<file path="config.mk">
export PLATFORM = sky130hd
export DESIGN_NAME = player_life_ctrl
export DESIGN_NICKNAME = d
export VERILOG_FILES = /design/src/rtl/game_ctrl_pkg.sv /design/src/rtl/key_edge_detect.sv /design/src/rtl/player_life_ctrl.sv
export SDC_FILE = /design/constraint.sdc
export NUM_CORES = 1
export LEC_CHECK = 0
export CAP_MARGIN = 10
export CORE_UTILIZATION = 50
export CTS_BUF_LIST = sky130_fd_sc_hd__clkbuf_4 sky130_fd_sc_hd__clkbuf_8
export CTS_CLUSTER_DIAMETER = 40
export DETAILED_ROUTE_END_ITERATION = 12
export PLACE_DENSITY = 0.89
export SYNTH_ARGS = -nofsm -noshare
export SYNTH_HDL_FRONTEND = slang
export SYNTH_SLANG_ARGS = --single-unit
</file>
<file path="constraint.sdc">
create_clock -name frame_clk -period 2.3 [get_ports frame_clk]
set_input_delay 0.46 -clock frame_clk [delete_from_list [all_inputs] [get_ports frame_clk]]
set_output_delay 0.46 -clock frame_clk [all_outputs]
set_load 0.01 [all_outputs]
</file>
<file path="src/rtl/game_ctrl_pkg.sv">
// Shared types and constants for the player game-flow controller.
package game_ctrl_pkg;

    typedef enum logic [2:0] {
        IDLE    = 3'd0,
        RESPAWN = 3'd1,
        INVULN  = 3'd2,
        PLAY    = 3'd3,
        DYING   = 3'd4,
        OVER    = 3'd5
    } game_state_t;

    localparam logic [7:0] KEY_ENTER = 8'h28;
    localparam logic [7:0] KEY_W     = 8'h1A;
    localparam logic [7:0] KEY_A     = 8'h04;
    localparam logic [7:0] KEY_S     = 8'h16;
    localparam logic [7:0] KEY_D     = 8'h07;

    function automatic int unsigned max_u(input int unsigned a, input int unsigned b);
        return (a > b) ? a : b;
    endfunction

endpackage

</file>
<file path="src/rtl/key_edge_detect.sv">
// One-frame pulse when a given keycode appears in either byte of the report.
module key_edge_detect #(
    parameter logic [7:0] KEY = 8'h28
) (
    input  logic        clk_i,
    input  logic        rst_ni,
    input  logic [15:0] keycode_i,
    output logic        edge_o
);

    logic match;
    logic prev_q;

    // Key present in either report slot, and its rising edge against last frame.
    always_comb begin
        match  = (keycode_i[15:8] == KEY) || (keycode_i[7:0] == KEY);
        edge_o = match && !prev_q;
    end

    // Remember whether the key was down on the previous frame.
    always_ff @(posedge clk_i or negedge rst_ni) begin
        if (!rst_ni) prev_q <= 1'b0;
        else         prev_q <= match;
    end

endmodule

</file>
<file path="src/rtl/player_life_ctrl.sv">
// Game-flow controller: start, play, death, respawn, invulnerability, game over.
module player_life_ctrl
    import game_ctrl_pkg::*;
#(
    parameter int unsigned LIVES_INIT    = 3,
    parameter int unsigned DEATH_FRAMES  = 60,
    parameter int unsigned INVULN_FRAMES = 120,
    parameter int unsigned BLINK_LOG2    = 3,
    parameter int unsigned NUM_ENEMIES   = 4,
    parameter int unsigned SCORE_W       = 16,
    localparam int unsigned ID_W = (NUM_ENEMIES > 1) ? $clog2(NUM_ENEMIES) : 1
) (
    input  logic                   frame_clk,
    input  logic                   Reset,
    input  logic [15:0]            keycode,
    input  logic [NUM_ENEMIES-1:0] hit_vec,
    output logic [2:0]             game_state,
    output logic [3:0]             lives,
    output logic [SCORE_W-1:0]     score,
    output logic [ID_W-1:0]        hit_id,
    output logic                   respawn,
    output logic                   move_en,
    output logic                   hit_en,
    output logic                   player_visible,
    output logic                   game_over
);

    localparam int unsigned TMAX = max_u(DEATH_FRAMES, INVULN_FRAMES);
    localparam int unsigned TW   = max_u($clog2(TMAX), BLINK_LOG2 + 1);

    game_state_t        state_q, state_d;
    logic [TW-1:0]      timer_q, timer_d;
    logic [3:0]         lives_q, lives_d;
    logic [SCORE_W-1:0] score_q, score_d, score_inc;
    logic [ID_W-1:0]    hit_id_q, hit_id_d, first_hit;
    logic               start_edge;
    logic               respawn_q, respawn_d;
    logic               move_en_q, move_en_d;
    logic               hit_en_q, hit_en_d;
    logic               vis_q, vis_d;
    logic               over_q, over_d;

    key_edge_detect #(.KEY(KEY_ENTER)) u_start (
        .clk_i     (frame_clk),
        .rst_ni    (Reset),
        .keycode_i (keycode),
        .edge_o    (start_edge)
    );

    // Lowest-index meteor overlap; scanning from the top lets lower indices overwrite.
    always_comb begin
        first_hit = '0;
        for (int unsigned i = 0; i < NUM_ENEMIES; i++) begin
            if (hit_vec[NUM_ENEMIES-1-i]) first_hit = ID_W'(NUM_ENEMIES - 1 - i);
        end
    end

    // Next state, timer, lives, score and hit index.
    always_comb begin
        state_d   = state_q;
        timer_d   = timer_q;
        lives_d   = lives_q;
        score_d   = score_q;
        hit_id_d  = hit_id_q;
        score_inc = (&score_q) ? score_q : score_q + 1'b1;
        case (state_q)
            IDLE, OVER: begin
                if (start_edge) begin
                    state_d = RESPAWN;
                    lives_d = 4'(LIVES_INIT);
                    score_d = '0;
                end
            end
            RESPAWN: begin
                state_d = INVULN;
                timer_d = TW'(INVULN_FRAMES - 1);
            end
            INVULN: begin
                score_d = score_inc;
                if (timer_q == '0) state_d = PLAY;
                else               timer_d = timer_q - 1'b1;
            end
            PLAY: begin
                if (|hit_vec) begin
                    hit_id_d = first_hit;
                    if (lives_q <= 4'd1) begin
                        state_d = OVER;
                        lives_d = '0;
                    end else begin
                        state_d = DYING;
                        lives_d = lives_q - 4'd1;
                        timer_d = TW'(DEATH_FRAMES - 1);
                    end
                end else begin
                    score_d = score_inc;
                end
            end
            DYING: begin
                if (timer_q == '0) state_d = RESPAWN;
                else               timer_d = timer_q - 1'b1;
            end
            default: state_d = IDLE;
        endcase
    end

    // Outputs decoded from the next state so the registered copies track the state register.
    always_comb begin
        respawn_d = (state_d == RESPAWN);
        move_en_d = (state_d == INVULN) || (state_d == PLAY);
        hit_en_d  = (state_d == PLAY);
        over_d    = (state_d == OVER);
        case (state_d)
            INVULN:       vis_d = ~timer_d[BLINK_LOG2];
            DYING, OVER:  vis_d = 1'b0;
            default:      vis_d = 1'b1;
        endcase
    end

    // State, counters and registered outputs.
    always_ff @(posedge frame_clk or negedge Reset) begin
        if (!Reset) begin
            state_q   <= IDLE;
            timer_q   <= '0;
            lives_q   <= '0;
            score_q   <= '0;
            hit_id_q  <= '0;
            respawn_q <= 1'b0;
            move_en_q <= 1'b0;
            hit_en_q  <= 1'b0;
            vis_q     <= 1'b1;
            over_q    <= 1'b0;
        end else begin
            state_q   <= state_d;
            timer_q   <= timer_d;
            lives_q   <= lives_d;
            score_q   <= score_d;
            hit_id_q  <= hit_id_d;
            respawn_q <= respawn_d;
            move_en_q <= move_en_d;
            hit_en_q  <= hit_en_d;
            vis_q     <= vis_d;
            over_q    <= over_d;
        end
    end

    assign game_state     = state_q;
    assign lives          = lives_q;
    assign score          = score_q;
    assign hit_id         = hit_id_q;
    assign respawn        = respawn_q;
    assign move_en        = move_en_q;
    assign hit_en         = hit_en_q;
    assign player_visible = vis_q;
    assign game_over      = over_q;

endmodule

</file>
==> load_flow_metrics.sql, run 1 <==
INSERT INTO impl_metrics (metric_group, metric, value, unit) VALUES
('drt', 'routed-via-count', '2226', ''),
('pwr', 'static_leakage', '1.380', 'nW'),
('outcome', 'violated_checks', 'setup timing', ''),
('synth', 'synth.distinct_cells', '49', ''),
('synth', 'synthFlopType', 'sky130_fd_sc_hd__dfrtp_1', ''),
('timing', 'timing.hold.ws', '0.2558', 'ns'),
('floorplan', 'start_util', '52.61', '%'),
('drt', 'route.detailed.wl_per_inst', '17.07', 'um'),
('global_route', 'grt_usage', '30.03', '%'),
('synth', 'synth_edf_count', '0', ''),
('timing', 'setup_viol', '2', ''),
('cells_and_area', 'post_layout_nonfiller_instances', '375', ''),
('clocking', 'cts_inserted_buffers', '5', ''),
('synth', 'postSynthAreaPerCell', '9.045', 'um2'),
('synth', 'synth_xor_xnor_area_share', '2.052', '%'),
('global_route', 'maximum_number_of_pins_on_one_net_before_global_route_repair', '39', ''),
('worst_setup_path', 'worst_ep_required_time', '2.54', 'ns'),
('placement', 'port_bufs', '51', ''),
('synth', 'synthesis.yosys.warnings', '0', ''),
('timing', 'slew-limit-headroom', '43.80', '%'),
('timing', 'hold_viol_final', '0', ''),
('clocking', 'tritoncts_clock_tree', 'yes', ''),
('floorplan', 'die_y', '67.34', 'um'),
('worst_setup_path', 'critical_path.max_stage_delay', '0.59', 'ns'),
('synth', 'synth.area.mux_share', '0.9379', '%'),
('global_route', 'antenna_violations_before_repair', '0', ''),
('cells_and_area', 'postLayoutCoreUtil', '78.72', '%'),
('synth', 'post_synth_and_or_nand_nor_area_fraction', '24.33', '%'),
('clocking', 'cts_root_buf', 'sky130_fd_sc_hd__clkbuf_8', ''),
('floorplan', 'core-area', '4058', 'um2'),
('clocking', 'number_of_levels_the_h_tree_was_split_into', '2', ''),
('worst_setup_path', 'kind_of_end_point_of_the_critical_path', 'register', ''),
('worst_setup_path', 'timing.rr.start', 'game_state[1]', ''),
('worst_hold_path', 'hp-class', 'in2async', ''),
('synth', 'fraction_of_the_mapped_netlist_area_in_compound_gates', '21.57', '%'),
('placement', 'post-place-ws', '-0.6690', 'ns'),
('placement', 'dp_cells', '363', ''),
('worst_setup_path', 'crit_path_frequent_cell', 'sky130_fd_sc_hd__or4_4', ''),
('synth', 'ffs_w_async_s_r_synth', '100.0', '%'),
('cells_and_area', 'mostFrequentLayoutCell', 'sky130_fd_sc_hd__clkdlybuf4s50_1', ''),
('global_route', 'grt_first_pass_wirelength', '10230', 'um'),
('placement', 'gp_routability_congestion', '0.8435', ''),
('floorplan', 'rows', '23', ''),
('cells_and_area', 'layout_cells_sized_above_1', '21.54', '%'),
('worst_setup_path', 'reg2regPathDepth', '5', ''),
('synth', 'postSynthRegisterBits', '38', ''),
('global_route', 'number_of_global_route_vias_before_repair', '2233', ''),
('timing', 'fin_setup_tns', '-0.04410', 'ns'),
('synth', 'post_synth_inst_count', '236', ''),
('synth', 'postSynthNetCount', '263', ''),
('worst_setup_path', 'crit_chain', 'dlygate4sd2_1 > or4_4 > o221ai_4 > inv_2 > a211o_4 > or4_4 > a21oi_2', ''),
('timing', 'rsz0062_at_grt', 'true', ''),
('cells_and_area', 'postLayoutCellArea', '3194', 'um2'),
('floorplan', 'i_o_pin_cnt', '52', ''),
('synth', 'synth_top_family_by_area', 'simple AND/OR/NAND/NOR gates', ''),
('cells_and_area', 'final_nets', '351', ''),
('drt', 'drcViolationCount', '0', ''),
('floorplan', 'die_width', '67.34', 'um'),
('timing', 'max_freq', '428.2', 'MHz'),
('timing', 'timing.final.ws_setup', '-0.03512', 'ns'),
('timing', 'post-route-min-period', '2.335', 'ns'),
('timing', 'final_max_slew_viol_count', '0', ''),
('placement', 'placedInstanceArea', '2915', 'um2'),
('worst_setup_path', 'critPathArrivalTime', '2.57', 'ns'),
('run', 'max-cap-violations', '0', ''),
('worst_setup_path', 'crit-reg2reg-capture', 'score[9]', ''),
('worst_setup_path', 'critical-path-slowest-cell', 'sky130_fd_sc_hd__or4_4', ''),
('outcome', 'status', 'complete, but fails checks', ''),
('worst_setup_path', 'critPathMaxFanout', '6', ''),
('pwr', 'worst_vdd_drop', '0.6107', 'mV'),
('timing', 'finClkSkew', '0.01049', 'ns');
per-layer routing:
metal | part of all wire [%] | track usage [%]
met5 | 0 | 0
met4 | 3.0 | 14.10
met3 | 4.6 | 5.236
met2 | 51 | 51.13
met1 | 42 | 36.65
timing repair:
item,4_1_cts,5_1_grt
cloned,1,0
hold buffers,0,0
pin swaps,9,8
resized for setup,15,15
setup endpoints to repair,18,11
buffers inserted,1,2
final cells by class:
type	instances	area, um2
clock buffers	6	82.58
clock inverters	2	60.06
fillers	269	863.3
inverters	11	41.29
multi-input cells	181	1221
flip-flops and latches	38	952.2
well taps	50	62.56
repair buffers	87	774.5
worst max-delay path: cells and delay by family:
kind / cells / cell delay (ns)
and+or+nand+nor: 2 / 1.08
AOI/OAI and AO/OA: 3 / 0.70
buffers and inverters: 2 / 0.33
cell usage after synthesis (all sizes together), types with 2 or more instances:
cell / count / share of area, %
a21oi: 17 / 4.0
or3: 6 / 1.8
inv: 11 / 1.9
clkbuf: 5 / 0.88
nor2b: 2 / 0.59
a21o: 2 / 0.70
xor2: 4 / 1.6
and4: 2 / 0.82
o31ai: 6 / 2.1
a211oi: 3 / 1.1
nand3: 9 / 2.1
o21a: 2 / 0.70
or4: 5 / 1.8
and3: 2 / 0.59
nand2b: 3 / 0.88
or2: 2 / 0.59
ha: 5 / 2.9
dfrtp: 37 / 43
buf: 2 / 0.76
nand4: 4 / 1.2
o21ai: 20 / 4.7
nor2: 21 / 3.7
nor3: 4 / 0.94
nor4b: 5 / 2.1
nand2: 28 / 4.9
mux2i: 2 / 0.94
o211ai: 5 / 1.8
and2: 2 / 0.59
nor3b: 2 / 0.70
cells by family after synthesis:
| kind of cell | Yosys count |
|---|---|
| AOI/OAI and AO/OA | 68 |
| xor gates and xnor gates | 5 |
| adders and majority gates | 5 |
| buffers and inverters | 18 |
| DFF | 38 |
| muxes | 2 |
| and+or+nand+nor | 100 |
flip-flops by register name (all words and copies together) (netlist names):
signal	flops
timer_q	7
hit_id	2
move_en	1
hit_en	1
u_start.prev_q	1
game_state	3
lives	4
respawn	1
score	16
player_visible	1
game_over	1
power by group:
group          internal (mW)  leakage, nW  switching, mW
clock network          0.463       0.0714          0.256
registers              0.782        0.502          0.101
logic                  0.473        0.807          0.558
how the worst max path moves through the flow:
stage	cells past startpoint	start	to
after floorplan	8	hit_vec[0]	score[10]
after global placement	7	hit_vec[0]	score[9]
after detailed placement	8	hit_vec[0]	score[10]
after CTS	7	keycode[3]	score[9]
after global routing	8	keycode[15]	score[9]
final	7	hit_vec[3]	score[9]
No activity file was read; power rests on OpenSTA's default activity.
==> run 2, diff against run 1 <==
--- a/config.mk
+++ b/config.mk
@@ -6,10 +6,12 @@
 export NUM_CORES = 1
 export LEC_CHECK = 0
 export CAP_MARGIN = 10
+export CORE_ASPECT_RATIO = 0.6
 export CORE_UTILIZATION = 50
 export CTS_BUF_LIST = sky130_fd_sc_hd__clkbuf_4 sky130_fd_sc_hd__clkbuf_8
 export CTS_CLUSTER_DIAMETER = 40
 export DETAILED_ROUTE_END_ITERATION = 12
+export HOLD_SLACK_MARGIN = 0.08
 export PLACE_DENSITY = 0.89
 export SYNTH_ARGS = -nofsm -noshare
 export SYNTH_HDL_FRONTEND = slang
==> load_flow_metrics.sql, run 2 (synthesis results as in run 1) <==
INSERT INTO impl_metrics (metric_group, metric, value, unit) VALUES
('clocking', 'cts_root_buf', 'sky130_fd_sc_hd__clkbuf_8', ''),
('floorplan', 'die_area', '4543', 'um2'),
('clocking', 'cts_inserted_buffers', '5', ''),
('worst_setup_path', 'timing.rr.start', 'score[0]', ''),
('floorplan', 'core-area', '3871', 'um2'),
('drt', 'wirelength', '7311', 'um'),
('drt', 'route.detailed.wl_per_inst', '18.79', 'um'),
('placement', 'post-place-ws', '-0.5517', 'ns'),
('clocking', 'number_of_levels_the_h_tree_was_split_into', '2', ''),
('placement', 'dpl_hpwl', '4492', 'um'),
('timing', 'setup_viol', '0', ''),
('clocking', 'cts.clk_slew.worst_paths', '0.08', 'ns'),
('timing', 'hold_viol_final', '0', ''),
('global_route', 'antenna_violations_before_repair', '0', ''),
('worst_setup_path', 'crit-reg2reg-capture', 'score[6]', ''),
('worst_setup_path', 'crit_path_start_kind', 'input pin', ''),
('pwr', 'static_leakage', '1.539', 'nW'),
('global_route', 'maximum_number_of_pins_on_one_net_before_global_route_repair', '39', ''),
('timing', 'slew-limit-headroom', '43.03', '%'),
('worst_setup_path', 'critPathMaxFanout', '4', ''),
('cells_and_area', 'filler_cell_count', '219', ''),
('drt', 'drcViolationCount', '0', ''),
('cells_and_area', 'flow.area_growth_from_synthesis', '54.16', '%'),
('global_route', 'grt_first_pass_wirelength', '11150', 'um'),
('global_route', 'gr-total-overflow', '0', ''),
('cells_and_area', 'layout_cells_sized_above_1', '23.80', '%'),
('worst_setup_path', 'r2r_setup_slack', '0.10', 'ns'),
('drt', 'drt_pass1_iterations', '5', ''),
('timing', 'finalCritPeriodShare', '98.21', '%'),
('cells_and_area', 'mostFrequentLayoutCell', 'sky130_fd_sc_hd__buf_4', ''),
('placement', 'port_bufs', '51', ''),
('run', 'max-cap-violations', '0', ''),
('worst_setup_path', 'reg2regPathDepth', '8', ''),
('global_route', 'grt_usage', '33.30', '%'),
('worst_hold_path', 'hp-class', 'in2async', ''),
('drt', 'route.antenna.remaining_nets', '0', ''),
('timing', 'final_max_slew_viol_count', '0', ''),
('worst_setup_path', 'kind_of_end_point_of_the_critical_path', 'register', ''),
('worst_setup_path', 'worst_ep_required_time', '2.51', 'ns'),
('worst_setup_path', 'critical-path-slowest-cell', 'sky130_fd_sc_hd__or4_4', ''),
('floorplan', 'i_o_pin_cnt', '52', ''),
('cells_and_area', 'multi_input_comb_area', '1236', 'um2'),
('timing', 'worst-slew-pin-transition', '0.8545', 'ns'),
('floorplan', 'die_y', '52.61', 'um'),
('timing', 'post-route-min-period', '2.259', 'ns'),
('cells_and_area', 'antennaDiodeCount', '0', ''),
('clocking', 'clock_sink_total', '38', ''),
('timing', 'timing.final.ws_setup', '0.04125', 'ns'),
('floorplan', 'start_util', '55.14', '%'),
('drt', 'route.detailed.vias_per_inst', '6.170', ''),
('timing', 'max_freq', '442.7', 'MHz'),
('cells_and_area', 'number_of_flip_flops_in_the_largest_register', '16', ''),
('worst_setup_path', 'critPathArrivalTime', '2.47', 'ns'),
('worst_setup_path', 'critical_path.max_stage_delay', '0.48', 'ns'),
('placement', 'gp_routability_congestion', '0.8530', ''),
('cells_and_area', 'final_nets', '358', ''),
('pwr', 'p_per_area', '816.7', 'nW/um2'),
('cells_and_area', 'area.sequential', '952.2', 'um2'),
('floorplan', 'die_width', '86.35', 'um'),
('timing', 'finClkSkew', '0.005577', 'ns'),
('clocking', 'insertion_delay', '0.30', 'ns'),
('drt', 'drt-initial-drc-count', '319', ''),
('clocking', 'max-clock-path-buffers', '2', ''),
('outcome', 'status', 'complete, no violations', ''),
('drt', 'routed-via-count', '2400', ''),
('global_route', 'number_of_global_route_vias_before_repair', '2370', ''),
('clocking', 'tritoncts_clock_tree', 'yes', ''),
('worst_setup_path', 'critical_path_buf_inv_count', '3', ''),
('worst_setup_path', 'path_delay_family', 'simple AND/OR/NAND/NOR gates', ''),
('cells_and_area', 'layout_common_cells', '43 x sky130_fd_sc_hd__buf_4, 37 x sky130_fd_sc_hd__dfrtp_1, 32 x sky130_fd_sc_hd__clkdlybuf4s50_1, 26 x sky130_fd_sc_hd__nand2_1, 20 x sky130_fd_sc_hd__nor2_1', ''),
('placement', 'placedInstanceArea', '2947', 'um2'),
('pwr', 'worst_vdd_drop', '0.6979', 'mV'),
('floorplan', 'rows', '17', ''),
('cells_and_area', 'postLayoutCellArea', '3291', 'um2'),
('worst_setup_path', 'crit_chain', 'dlygate4sd2_1 > or4_4 > o221ai_4 > inv_2 > buf_4 > a211o_2 > or4_1 > o21ai_0', ''),
('worst_setup_path', 'timing_worst_setup_path_type', 'in2reg', '');
==> run 2: report_power, final <==
part,total (mW),internal [mW],switching [mW]
clock,0.709,0.463,0.246
sequential,0.871,0.782,0.0894
combinational,1.11,0.506,0.602
==> run 2: timing repair <==
action                                  CTS  global route
hold endpoints to repair                  0             0
pin swaps                                 3            13
setup buffers                             2             5
hold buffers                              0             0
gates resized for setup                  10            39
endpoints found under the setup margin   13            19
cloned                                    1             0
==> run 2: worst max-delay path by stage <==
| stage | start | endpoint | slack, ns | depth (start not counted) |
|---|---|---|---|---|
| floorplan | hit_vec[0] | score[10] | -0.007 | 8 |
| global placement | hit_vec[1] | score[9] | -0.51 | 7 |
| detailed placement | hit_vec[1] | score[9] | -0.55 | 7 |
| CTS | keycode[12] | score[10] | 0.004 | 8 |
| global route | score[0] | score[14] | -0.04 | 7 |
| finish | hit_vec[3] | score[6] | 0.04 | 8 |
==> run 2: worst reg2reg max path, delay by kind of cell, from the launching register on <==
family          cells  cell delay [ns]
compound gates      3             0.40
fa+ha+maj           1             0.17
flops               1             0.36
simple gates        2             0.98
buf+inv             2             0.22
==> run 2: final cells by class <==
type | count | share of cell area [%]
inverters | 11 | 1.255
well taps | 57 | 2.167
clock inverters | 2 | 1.825
flip-flops and latches | 38 | 28.94
multi-input cells | 181 | 37.57
repair buffers | 94 | 25.74
clock buffers | 6 | 2.510
==> run 2: through the flow <==
step                      setup TNS [ns]  hold slack (ns)  util [%]  cells  power (mW)
after floorplan                -0.007115           0.1644         -    236       1.397
after CTS                              0           0.2979     81.03    384       2.629
after global routing            -0.07284           0.3276     85.00    389       2.823
after detailed placement          -8.711           0.4773     76.12    373       1.851
after global placement            -7.276           0.4730     76.12    373       1.810
final                                  0           0.2683     85.00    389       2.688
==> run 2: layer usage <==
layer,track usage (%),vias to the layer above,part of all wire (%)
li1,-,1058,-
met1,42.06,1116,40
met2,51.32,189,45
met3,11.02,37,11
met4,17.22,0,3.6
met5,1.299,-,0
